<file path="src/rtl/ahb_apb_bridge.sv">
// AHB-Lite to APB bridge.
// Every AHB beat is turned into one APB transfer, handled as a single transfer
// regardless of burst type. Writes spend one extra cycle (WCAP) capturing
// HWDATA from the AHB data phase before the APB setup phase. An APB slave
// error, or an illegal HSIZE, produces the two-cycle AHB ERROR response.
module ahb_apb_bridge #(
  parameter int PADDR_W = 16
) (
  input  logic               HCLK,
  input  logic               HRESETn,
  input  logic               HSEL,
  input  logic [1:0]         HTRANS,
  input  logic [31:0]        HADDR,
  input  logic               HWRITE,
  input  logic [1:0]         HSIZE,
  input  logic [2:0]         HBURST,
  input  logic [31:0]        HWDATA,
  input  logic               HREADYIN,
  output logic               HREADY,
  output logic               HRESP,
  output logic [31:0]        HRDATA,
  output logic               PSEL,
  output logic               PENABLE,
  output logic               PWRITE,
  output logic [PADDR_W-1:0] PADDR,
  output logic [31:0]        PWDATA,
  output logic [3:0]         PSTRB,
  input  logic [31:0]        PRDATA,
  input  logic               PREADY,
  input  logic               PSLVERR
);

  typedef enum logic [2:0] {
    S_IDLE   = 3'd0,
    S_WCAP   = 3'd1,
    S_SETUP  = 3'd2,
    S_ACCESS = 3'd3,
    S_DONE   = 3'd4,
    S_ERR1   = 3'd5,
    S_ERR2   = 3'd6
  } state_t;

  state_t r_state;
  state_t w_next_state;

  logic               r_pwrite;
  logic [PADDR_W-1:0] r_paddr;
  logic [31:0]        r_pwdata;
  logic [3:0]         r_pstrb;
  logic [31:0]        r_hrdata;

  logic w_accept;
  logic w_illegal_size;
  logic w_legal_accept;
  logic w_apb_done;

  // HBURST is deliberately ignored, HTRANS[0] (SEQ vs NONSEQ) makes no
  // difference here, and only the low PADDR_W address bits reach APB.
  logic w_unused_bits;
  assign w_unused_bits = ^{HBURST, HTRANS[0], HADDR};

  // Byte-lane strobes for a write of the given size at the given address.
  function automatic logic [3:0] f_write_strb(input logic [1:0] size,
                                              input logic [1:0] addr_lo);
    logic [3:0] strb;
    case (size)
      2'b00:   strb = 4'b0001 << addr_lo;
      2'b01:   strb = addr_lo[1] ? 4'b1100 : 4'b0011;
      default: strb = 4'b1111;
    endcase
    return strb;
  endfunction

  // A new AHB transfer is only taken while the bridge is free to start one;
  // beats presented during ERR1/ERR2 fall outside this and are dropped.
  assign w_accept       = HSEL && HTRANS[1] && HREADYIN &&
                          ((r_state == S_IDLE) || (r_state == S_DONE));
  assign w_illegal_size = (HSIZE == 2'b11);
  assign w_legal_accept = w_accept && !w_illegal_size;
  assign w_apb_done     = (r_state == S_ACCESS) && PREADY;

  // State register; reset aborts any APB transfer in flight.
  always_ff @(posedge HCLK or negedge HRESETn) begin
    if (!HRESETn) begin
      r_state <= S_IDLE;
    end else begin
      r_state <= w_next_state;
    end
  end

  // Next-state logic and per-state bus outputs.
  always_comb begin
    w_next_state = r_state;
    HREADY       = 1'b1;
    HRESP        = 1'b0;
    PSEL         = 1'b0;
    PENABLE      = 1'b0;
    case (r_state)
      S_IDLE, S_DONE: begin
        if (w_accept) begin
          if (w_illegal_size) begin
            w_next_state = S_ERR1;
          end else if (HWRITE) begin
            w_next_state = S_WCAP;
          end else begin
            w_next_state = S_SETUP;
          end
        end else begin
          w_next_state = S_IDLE;
        end
      end
      S_WCAP: begin
        HREADY       = 1'b0;
        w_next_state = S_SETUP;
      end
      S_SETUP: begin
        HREADY       = 1'b0;
        PSEL         = 1'b1;
        w_next_state = S_ACCESS;
      end
      S_ACCESS: begin
        HREADY  = 1'b0;
        PSEL    = 1'b1;
        PENABLE = 1'b1;
        if (PREADY) begin
          w_next_state = PSLVERR ? S_ERR1 : S_DONE;
        end
      end
      S_ERR1: begin
        HREADY       = 1'b0;
        HRESP        = 1'b1;
        w_next_state = S_ERR2;
      end
      S_ERR2: begin
        HRESP        = 1'b1;
        w_next_state = S_IDLE;
      end
      default: begin
        w_next_state = S_IDLE;
      end
    endcase
  end

  // Address-phase capture. Illegal-size beats never reach APB, so they leave
  // the APB-facing registers untouched. The registers then hold steady for
  // the whole SETUP/ACCESS window because the next accept can only happen in
  // IDLE or DONE.
  always_ff @(posedge HCLK or negedge HRESETn) begin
    if (!HRESETn) begin
      r_paddr  <= '0;
      r_pwrite <= 1'b0;
      r_pstrb  <= 4'b0000;
    end else if (w_legal_accept) begin
      r_paddr  <= HADDR[PADDR_W-1:0];
      r_pwrite <= HWRITE;
      r_pstrb  <= HWRITE ? f_write_strb(HSIZE, HADDR[1:0]) : 4'b0000;
    end
  end

  // Write data is valid in the AHB data phase, which is the WCAP cycle.
  always_ff @(posedge HCLK or negedge HRESETn) begin
    if (!HRESETn) begin
      r_pwdata <= '0;
    end else if (r_state == S_WCAP) begin
      r_pwdata <= HWDATA;
    end
  end

  // Read data is captured only on a successful APB read completion.
  always_ff @(posedge HCLK or negedge HRESETn) begin
    if (!HRESETn) begin
      r_hrdata <= '0;
    end else if (w_apb_done && !PSLVERR && !r_pwrite) begin
      r_hrdata <= PRDATA;
    end
  end

  assign PADDR  = r_paddr;
  assign PWRITE = r_pwrite;
  assign PSTRB  = r_pstrb;
  assign PWDATA = r_pwdata;
  assign HRDATA = r_hrdata;

endmodule

</file>
<file path="config.mk">
export PLATFORM = sky130hd
export DESIGN_NAME = ahb_apb_bridge
export DESIGN_NICKNAME = d
export VERILOG_FILES = /design/src/rtl/ahb_apb_bridge.sv
export SDC_FILE = /design/constraint.sdc
export NUM_CORES = 1
export LEC_CHECK = 0
export BUFFER_PORTS_ARGS = -buffer_cell sky130_fd_sc_hd__buf_2
export CORE_MARGIN = 2
export CORE_UTILIZATION = 40
export DETAILED_ROUTE_END_ITERATION = 12
export PLACE_DENSITY = 0.85
export SETUP_SLACK_MARGIN = 0.02
export SYNTH_ARGS = -nofsm -noshare
export SYNTH_HDL_FRONTEND = slang
export SYNTH_SLANG_ARGS = --single-unit
</file>
<file path="constraint.sdc">
create_clock -name HCLK -period 1.7 [get_ports HCLK]
set_input_delay 0.34 -clock HCLK [delete_from_list [all_inputs] [get_ports HCLK]]
set_output_delay 0.34 -clock HCLK [all_outputs]
set_load 0.005 [all_outputs]
</file>
# Word-level counts from Yosys, hierarchy flattened

Cells that the tools add are included.

Bits in registers: 88
Input port bits: 110
Logic and storage cells: 46

Equality and inequality tests: 9
Shifts and indexed selects: 1
Mux-type cells: 13
Reductions and logical operators: 17

Operators with widths:

| kind                | number |
|---|---|
| $pmux 3 s5          | 1 |
| $eq 3x3->1 const B  | 3 |
| $mux 3              | 3 |
| $mux 4              | 2 |
| $pmux 4 s2          | 1 |
| $logic_and 1x1->1   | 7 |
| $eq 3x2->1 const B  | 2 |
| $reduce_or 2->1     | 3 |
| $mux 1              | 5 |
| $reduce_or 4->1     | 1 |
| $shl 1x2->4 const A | 1 |
| $eq 3x1->1 const B  | 1 |
| $logic_not 1->1     | 3 |
| $logic_not 3->1     | 1 |
| $eq 2x1->1 const B  | 1 |
| $eq 2x2->1 const B  | 1 |
| $logic_not 2->1     | 1 |
| $mux 2              | 1 |
| $ne 2x2->1 const B  | 1 |
| $logic_or 1x1->1    | 1 |

# Logic depth before layout (Yosys ltp)

Gate-level depths: netlist (run 1).

Depth after elaboration: 5
Mapped depth: 6

# Worst setup path after synthesis (run 1)

No wires, ideal clock.

Kind: register to register
Start: register r_state[2]
End: register r_hrdata[10] (netlist: HRDATA[10])
Setup time: 125 ps
Data arrival time: 1610 ps
Data required time: 1575 ps
Path slack: -36 ps
Cell stages (with the launch flop): 6
Buffers on the path: 2
Cell sequence: dfrtp_1 > nand2b_4 > or4_4 > buf_6 > buf_12 > mux2_4

Longest elaborated chain between the ends: 4

RTL lines:

| item                           | line | source |
|---|---|---|
| from (decl)                    | 43   | `state_t r_state;` |
| from (signal assigned)         | 87   | `r_state <= w_next_state;` |
| $eq 3x2->1                     | 80   | `assign w_apb_done = (r_state == S_ACCESS) && PREADY;` |
| $logic_and 1x1->1              | 80   |  |
| $logic_and 1x1->1 (2 in a row) | 173  | `end else if (w_apb_done && !PSLVERR && !r_pwrite) begin` |
| to (signal assigned)           | 172  | `r_hrdata <= '0;` |
| to (signal assigned)           | 174  | `r_hrdata <= PRDATA;` |
| to (decl)                      | 50   | `logic [31:0] r_hrdata;` |

Every way passes these cells.
A chain may end at the register's enable or synchronous reset.

# Final worst setup path (run 1)

Start: register r_state[2]
End: register r_hrdata[3] (netlist: HRDATA[3])

The elaborated chain is that of the path after synthesis.

==> summary.txt, run 1 <==
Status
  – Outcome: finished, final reports clean

STA
  – Max Clock Freq: 597 MHz
  – Final Slew Violations: 0
  – Setup-failing EPs final: 0
  – Hold Vio Cnt, Final: 0
  – Headroom to the max-slew limit: 0.694
  – Unrepaired setup endpoints after global routing: yes
  – Minimum clock period: 1.67 ns
  – Tightest Pin Transition: roughly 0.46 ns
  – Tcrit/Tclk final: 0.985
  – Setup Skew: 0.0118 ns

Yosys
  – Top cells by area, synth: dfrtp_1 61%, mux2_2 17%, mux2_4 13%
  – Yosys reg bits: between 80 and 90
  – Post-synth top area cell: dfrtp_1
  – Post-synth EDFFs: 0
  – Post-synth top cells: 88 x dfrtp_1, 55 x mux2_2, 30 x mux2_4
  – Post-Syn Area per Cell: between 15 and 20 um^2
  – Mapped Nets: 329
  – Most frequent cell after synthesis: dfrtp_1
  – Top cell type's share of synthesized area: 0.612
  – Register area share after synthesis: 0.612
  – Ys Warns: 0
  – Post-Syn Instances: roughly 220
  – Top_reg_cell synth: dfrtp_1
  – Cell variety after synth: 25
  – Syn Std Cell Area: 3600 um^2
  – FFs w/ async S/R, synth: 1.00

Floorplanning
  – Core area: 8720 um^2
  – Area of the die: 9780 um^2
  – Starting density of the core: 0.413
  – Die height: 98.9 um
  – Top Ports: 199
  – Row count: 34
  – Die width: 98.9 um

Final layout
  – Fin area: 4960 um^2
  – Synth-to-Final Area Change: 37.8%
  – Share of cells above drive strength 1: 0.722
  – Filler cell count: 734
  – N_diodes: 0
  – Nets: 523
  – Post-Layout Cell Count: approximately 530

Detailed routing
  – Total routed wirelength: 7880 um
  – First-pass DRT Iterations: 4
  – Vias: between 2k and 2.5k
  – Starting DRT DRC Count: 39
  – Antenna Nets Post-Route: 0
  – # DRC: 0
  – Vias per cell: 4.63
  – Per-cell routed wire length: 15.0 um

Clock tree
  – # clock sinks: 88
  – CTS buffer count: 9
  – H-tree Lvls: 3
  – Clock Root Buffer: clkbuf_8
  – CTS tree: done
  – Clock latency on the worst-skew pair: between 0.3 and 0.4 ns
  – Worst-path clk slew: roughly 0.090 ns
  – Max Root-Sink Buffers: 2

Critical path
  – Worst Path Required: between 1.5 and 2 ns
  – CP Launch Type: register
  – R2r endpoint: HRDATA[3]
  – CP cell instances: nand2b_4 > or4_4 > buf_12 > mux2_4
  – Setup crit start: r_state[2]
  – Crit. End Element: register
  – Reg2Reg Depth: 4
  – Reg2reg setup slack: 0.03 ns
  – Critical path class: register to register
  – R2R Path Start: r_state[2]
  – Worst path max stage delay: 0.49 ns
  – Crit-path slowest cell: or4_4
  – CP Max Fanout: 32
  – WP data arrival: approximately 1.9 ns

Pwr
  – Pleak: 2.60 nW
  – PwrDens: 1760 nW/um^2
  – VDD IR max: 0.603 mV

Global routing
  – Initial antenna violation count: 0
  – First-pass GRT wire length: around 12000 um
  – Number of global-route vias before repair: 2494
  – Gr ovfl total: 0
  – Largest net degree at the start of global routing: 89
  – GRT Util Overall: 0.157

Min path
  – Hold Path Class: input pin to async pin

Placed design
  – Port Buffers: 178
  – DP HPWL: 5580 um
  – Routability Congestion: 0.748
  – Cell Area, Placed: between 4000 and 5000 um^2
  – Post-Place Cells: 503

Job
  – Max cap viols: 0
-- report_power, final --
group / switching [mW] / leakage (nW) / total (mW) / internal (mW)
registers: 0.527 / 1.06 / 3.67 / 3.14
clock network: 0.726 / 0.0928 / 1.45 / 0.724
logic: 1.29 / 1.44 / 3.62 / 2.33
-- worst max path at each step --
stage / end / cells past startpoint
2_1_floorplan: HRDATA[10] / 5
3_3_place_gp: HRDATA[4] / 4
3_5_place_dp: HRDATA[3] / 4
4_1_cts: HRDATA[3] / 4
5_1_grt: HRDATA[6] / 4
6_report: HRDATA[3] / 4
-- registers in the layout, summed over array words and instances, names as in the netlist --
name and flops:
r_state 3, PWRITE 1, PWDATA 32, PSTRB 4, PADDR 16, HRDATA 32
-- critical path, delay by kind of cell, from the launching register on --
kind,cells,cell delay [ns]
buffers and inverters,1,0.20
DFF,1,0.38
muxes,1,0.32
and+or+nand+nor,2,0.63
-- cells in the final DEF, fill, tap and decap left out, types with 3 or more instances in the layout --
master and n:
nand2_1 6, buf_6 5, clkbuf_8 10, buf_12 4, mux2_2 55, buf_2 175, mux2_4 30, dfrtp_1 87
o21ai_0 6, a21oi_1 3, buf_4 8
-- area by class of cell --
cell class              instances  area [um^2]  share of cell area
repair buffers                194         1120               0.226
flip-flops and latches         88         2200               0.444
inverters                       1         3.75            0.000757
well taps                     108          135              0.0272
clock buffers                  12          145              0.0293
clock inverters                 4         53.8              0.0108
multi-input cells             119         1300               0.262
-- per-layer routing --
metal,track usage,share of wire,wire length [um],up-vias
met3,0.0532,0.083,654,8
met2,0.265,0.50,3920,109
li1,-,-,-,1152
met4,0.0537,0.011,84,0
met5,0,0,0,-
met1,0.189,0.41,3220,1169
-- repair_timing --
action,in CTS,in global routing
gates cloned,0,2
resized for setup,4,7
pin swaps,1,1
setup buffers,3,2
hold buffers,0,0
endpoints found under the setup margin,35,58
-- through the flow --
step                      worst slack [ns]  TNS, ns  hold WS, ns  utilization  power [mW]
after floorplan                    -0.0355    -1.07       0.0444            -        5.50
after global routing              -0.00838  -0.0519       0.0364        0.569        9.31
after detailed placement           -0.0110  -0.0702        0.422        0.532        7.10
after global placement             0.00936        0        0.410        0.532        6.92
final                               0.0260        0       0.0127        0.569        8.74
after CTS                           0.0222        0       0.0251        0.559        8.69
-- logic make-up (layout without fill, tap and decap cells) --
family,count (synthesis),after routing,share of synthesized area
buf+inv,12,211,0.0323
flops,88,88,0.612
simple gates,20,20,0.0361
mux,86,86,0.300
compound gates,12,12,0.0177
xor+xnor,1,1,0.00243
Power figures use the tool's default switching activity.
==> run 2: changes to the inputs <==
- CORE_UTILIZATION: 40 -> 48
- PLACE_DENSITY: 0.85 -> 0.95
- clock period: 1.7 -> 2.1 ns (I/O delays scaled with it)
==> summary.txt, run 2 (synthesis results as in run 1) <==
Clock tree
  – Cts repair resizes: 0
  – Postcts setup bufs: 0
  – Cts hold-fix bufs: 0
  – Max Root-Sink Buffers: 2
  – Clock Root Buffer: clkbuf_8
  – CTS buffer count: 9
  – H-tree Lvls: 3
  – CTS tree: done
  – Worst-path clk slew: 0.08 ns
  – Clock latency on the worst-skew pair: 0.34 ns
  – # clock sinks: 88

Floorplanning
  – Die height: about 91 um
  – Die width: slightly above 90 um
  – Area of the die: approximately 8000 um^2
  – Row count: 31
  – Core area: 7250 um^2
  – Top Ports: 199
  – Starting density of the core: 0.496

Global routing
  – Gr ovfl total: 0
  – GRT Util Overall: 0.191
  – Initial antenna violation count: 0
  – Largest net degree at the start of global routing: 46
  – Number of global-route vias before repair: between 2k and 3k
  – First-pass GRT wire length: 12500 um

Placed design
  – Place WS: about 0.16 ns
  – Post-Place Cells: 490
  – Port Buffers: 178
  – Routability Congestion: approximately 0.7
  – DP HPWL: 5780 um

Final layout
  – Most frequent cells in the layout: 177 x buf_2, 88 x dfrtp_1, 55 x mux2_2
  – N_diodes: 0
  – FF+latch area: ~2200 um^2
  – Filler cell count: 564
  – Synth-to-Final Area Change: 32.2%
  – Utilization after layout: 0.656
  – Post-Layout Cell Count: 505
  – Most common library cell in the layout ignoring fill and taps: buf_2
  – Area of the multi-input gates: 1290 um^2
  – Share of cells above drive strength 1: 0.707
  – Nets: 512

STA
  – Setup Skew: 0.00888 ns
  – Minimum clock period: 1.96 ns
  – Unrepaired setup endpoints after global routing: no
  – Setup-failing EPs final: 0
  – Headroom to the max-slew limit: 0.600
  – Final Slew Violations: 0
  – Tightest Pin Transition: about 0.6 ns
  – Setup WS post-layout: 0.144 ns
  – Tcrit/Tclk final: 0.931
  – TNS Setup: 0 ns
  – Hold Vio Cnt, Final: 0
  – Max Clock Freq: 511 MHz

Detailed routing
  – Antenna Nets Post-Route: 0
  – Total routed wirelength: 7640 um
  – # DRC: 0
  – Starting DRT DRC Count: 38
  – Vias per cell: 4.76
  – Per-cell routed wire length: 15.1 um
  – Vias: 2404
  – First-pass DRT Iterations: 3

Critical path
  – Crit. End Element: register
  – Critical path class: register to register
  – CP Max Fanout: 32
  – Worst Path Required: around 2.3 ns
  – WP data arrival: 2.17 ns
  – CP Launch Type: register

Pwr
  – Pleak: 2.51 nW
  – PwrDens: 1410 nW/um^2
  – Pwr Total: 6.73 mW
  – VDD IR max: 0.710 mV

Min path
  – Hold Path Class: input pin to async pin

Status
  – Outcome: finished, final reports clean

Job
  – Max cap viols: 0
run 2: cell types whose count changed in the layout (fill, tap and decap cells not counted), sizes merged:
| cell | previous run | this run |
|---|---|---|
| buf | 192 | 183 |
| clkbuf | 14 | 10 |
| clkinv | 1 | 2 |
run 2: cell type report:
| cell class | count | area share |
|---|---|---|
| clock inverters | 5 | 0.0124 |
| flip-flops and latches | 88 | 0.463 |
| well taps | 99 | 0.0260 |
| inverters | 1 | 0.000788 |
| clock buffers | 10 | 0.0268 |
| multi-input cells | 119 | 0.271 |
| repair buffers | 183 | 0.201 |
run 2: worst max-delay path, stage by stage (launching register included):
cell and delay (ns):
dfrtp_1 0.47, nand2b_4 0.18, or4_4 0.77, mux2_4 0.40
run 2: worst paths after layout:
| check | start | end | slack (ns) | cells past startpoint |
|---|---|---|---|---|
| max in group asynchronous | HRESETn | HRDATA[15] | 1.39 | 2 |
| min | HRESETn | HRDATA[31] | 0.07 | 1 |
| min in group HCLK | HADDR[2] | PADDR[2] | 0.31 | 2 |
| min reg2reg | PADDR[7] | PADDR[7] | 0.50 | 1 |
| max reg2reg | r_state[2] | HRDATA[20] | 0.14 | 3 |
| max | r_state[2] | HRDATA[20] | 0.14 | 3 |
run 2: routing by layer:
layer	vias up	wire length, um	global-route usage
met2	100	4030	0.340
met1	1165	2990	0.230
met3	10	530	0.0451
met4	0	95	0.0577
li1	1129	-	-
met5	-	0	0
run 2: through the flow:
step,cell area (um^2),hold slack [ns]
6_report,4760,0.0715
5_1_grt,4760,0.109
4_1_cts,4760,0.0769
3_5_place_dp,4570,0.459
3_3_place_gp,4570,0.439
2_1_floorplan,3600,0.124
run 2: power by group:
| part | switching, mW | internal, mW | total [mW] | leakage [nW] |
|---|---|---|---|---|
| Sequential | 0.465 | 2.54 | 3.00 | 1.07 |
| Clock | 0.551 | 0.544 | 1.09 | 0.0883 |
| Combinational | 0.970 | 1.66 | 2.63 | 1.36 |
| Total | 1.99 | 4.75 | 6.73 | 2.51 |
==> run 3: changes to the inputs <==
- CTS_BUF_LIST: unset -> sky130_fd_sc_hd__clkbuf_4 sky130_fd_sc_hd__clkbuf_8 sky130_fd_sc_hd__clkbuf_16
==> summary.txt, run 3 (synthesis results as in run 1) <==
Status
  – Outcome: finished, final reports clean

Placed design
  – Place WS: around 0.16 ns
  – DP HPWL: 5780 um
  – Port Buffers: 178
  – Routability Congestion: between 0.7 and 0.8
  – Post-Place Cells: 490

Critical path
  – Worst path max stage delay: 0.77 ns
  – Reg2reg setup slack: 0.14 ns
  – CP top delay family: simple AND/OR/NAND/NOR gates
  – R2R Path Start: r_state[2]
  – Worst Path Required: roughly 2.3 ns
  – Reg2Reg Depth: 3
  – Crit. End Element: register
  – Critical path class: register to register
  – Critical Path Sink: HRDATA[20]
  – CP Max Fanout: 32
  – Logic depth of the worst path, buffers included: 3
  – Setup crit start: r_state[2]
  – Crit-path slowest cell: or4_4
  – R2r endpoint: HRDATA[20]
  – Crit path buf inv count: 0
  – CP Launch Type: register
  – WP data arrival: 2.17 ns
  – CP cell instances: nand2b_4 > or4_4 > mux2_4

STA
  – Unrepaired setup endpoints after global routing: no
  – Setup Skew: 0.00888 ns
  – Minimum clock period: ~2.0 ns
  – Setup WS post-layout: between 0.1 and 0.15 ns
  – Headroom to the max-slew limit: 0.600
  – Tightest Pin Transition: 0.600 ns
  – Hold Slack: 0.0715 ns
  – Max Clock Freq: 511 MHz
  – Tcrit/Tclk final: 0.931
  – Final Slew Violations: 0
  – Setup-failing EPs final: 0
  – Hold Vio Cnt, Final: 0
  – TNS Setup: 0 ns

Pwr
  – Comb power frac: 0.390
  – PwrDens: roughly 1400 nW/um^2
  – Pwr Total: 6.74 mW
  – Sw Share: 0.294
  – VDD IR max: 0.710 mV
  – Clk pwr share: 0.164
  – Flop pwr share: 0.445
  – Power Internal: 4.76 mW
  – Pleak: about 2.5 nW
  – Sw power: 1.99 mW

Detailed routing
  – Vias per cell: between 4 and 5
  – Per-cell routed wire length: 15.1 um
  – Antenna Nets Post-Route: 0
  – # DRC: 0
  – Starting DRT DRC Count: 38
  – Vias: 2404
  – Total routed wirelength: 7640 um
  – First-pass DRT Iterations: 3

Floorplanning
  – Die height: 90.6 um
  – Row count: 31
  – Die width: 90.6 um
  – Starting density of the core: 0.496
  – Area of the die: 8210 um^2
  – Top Ports: approximately 200
  – Core area: 7250 um^2

Final layout
  – Most frequent cells in the layout: 177 x buf_2, 88 x dfrtp_1, 55 x mux2_2
  – FF+latch area: 2200 um^2
  – Share of cells above drive strength 1: 0.709
  – Synth-to-Final Area Change: 32.3%
  – Filler cell count: 565
  – Most common library cell in the layout ignoring fill and taps: buf_2
  – Nets: 512
  – Post-Layout Cell Count: between 500 and 600
  – Area of the multi-input gates: 1290 um^2
  – N_diodes: 0

Global routing
  – Gr ovfl total: 0
  – Initial antenna violation count: 0
  – Largest net degree at the start of global routing: 46
  – Number of global-route vias before repair: 2599
  – GRT Util Overall: 0.191
  – First-pass GRT wire length: 12500 um

Clock tree
  – H-tree Lvls: 3
  – Postcts setup bufs: 0
  – Clock latency on the worst-skew pair: about 0.34 ns
  – Cts repair resizes: 0
  – Max Root-Sink Buffers: 2
  – # clock sinks: 88
  – Cts hold-fix bufs: 0
  – Worst-path clk slew: 0.08 ns
  – Clock Root Buffer: clkbuf_8
  – CTS tree: done
  – CTS buffer count: 9

Min path
  – Hold Path Class: input pin to async pin

Job
  – Max cap viols: 0
==> run 3: layout make-up <==
cell class                      instances  share of cell area
Tap cell                               99              0.0260
Clock buffer                           10              0.0276
Clock inverter                          5              0.0123
Inverter                                1            0.000788
Timing Repair Buffer                  183               0.201
Multi-Input combinational cell        119               0.270
Sequential cell                        88               0.462
==> run 3: power groups by stage <==
stage	Sequential (mW)	Clock [mW]	Combinational [mW]
after global placement	2.96	0	2.57
final	3.00	1.11	2.63
after CTS	3.01	1.16	2.68
after detailed placement	3.04	0	2.67
after floorplan	3.05	0	1.40
after global routing	3.12	1.23	2.85
==> run 3: worst min-delay path by stage <==
| stage | from | end | cells after the start |
|---|---|---|---|
| 2_1_floorplan | HRESETn | HRDATA[0] | 0 |
| 3_3_place_gp | HRESETn | HRDATA[31] | 1 |
| 3_5_place_dp | HRESETn | HRDATA[31] | 1 |
| 4_1_cts | HRESETn | HRDATA[31] | 1 |
| 5_1_grt | HRESETn | HRDATA[31] | 1 |
| 6_report | HRESETn | HRDATA[31] | 1 |
==> run 3: routing by layer <==
| layer | wire length (um) | GRT usage |
|---|---|---|
| met1 | 2990 | 0.230 |
| met2 | 4030 | 0.340 |
| met3 | 530 | 0.0451 |
| met4 | 95 | 0.0577 |
| met5 | 0 | 0 |
==> run 3: through the flow <==
| stage | util | instance area (um^2) |
|---|---|---|
| after global placement | 0.631 | 4570 |
| after CTS | 0.657 | 4760 |
| final | 0.657 | 4760 |
| after detailed placement | 0.631 | 4570 |
| after floorplan | - | 3600 |
| after global routing | 0.657 | 4760 |
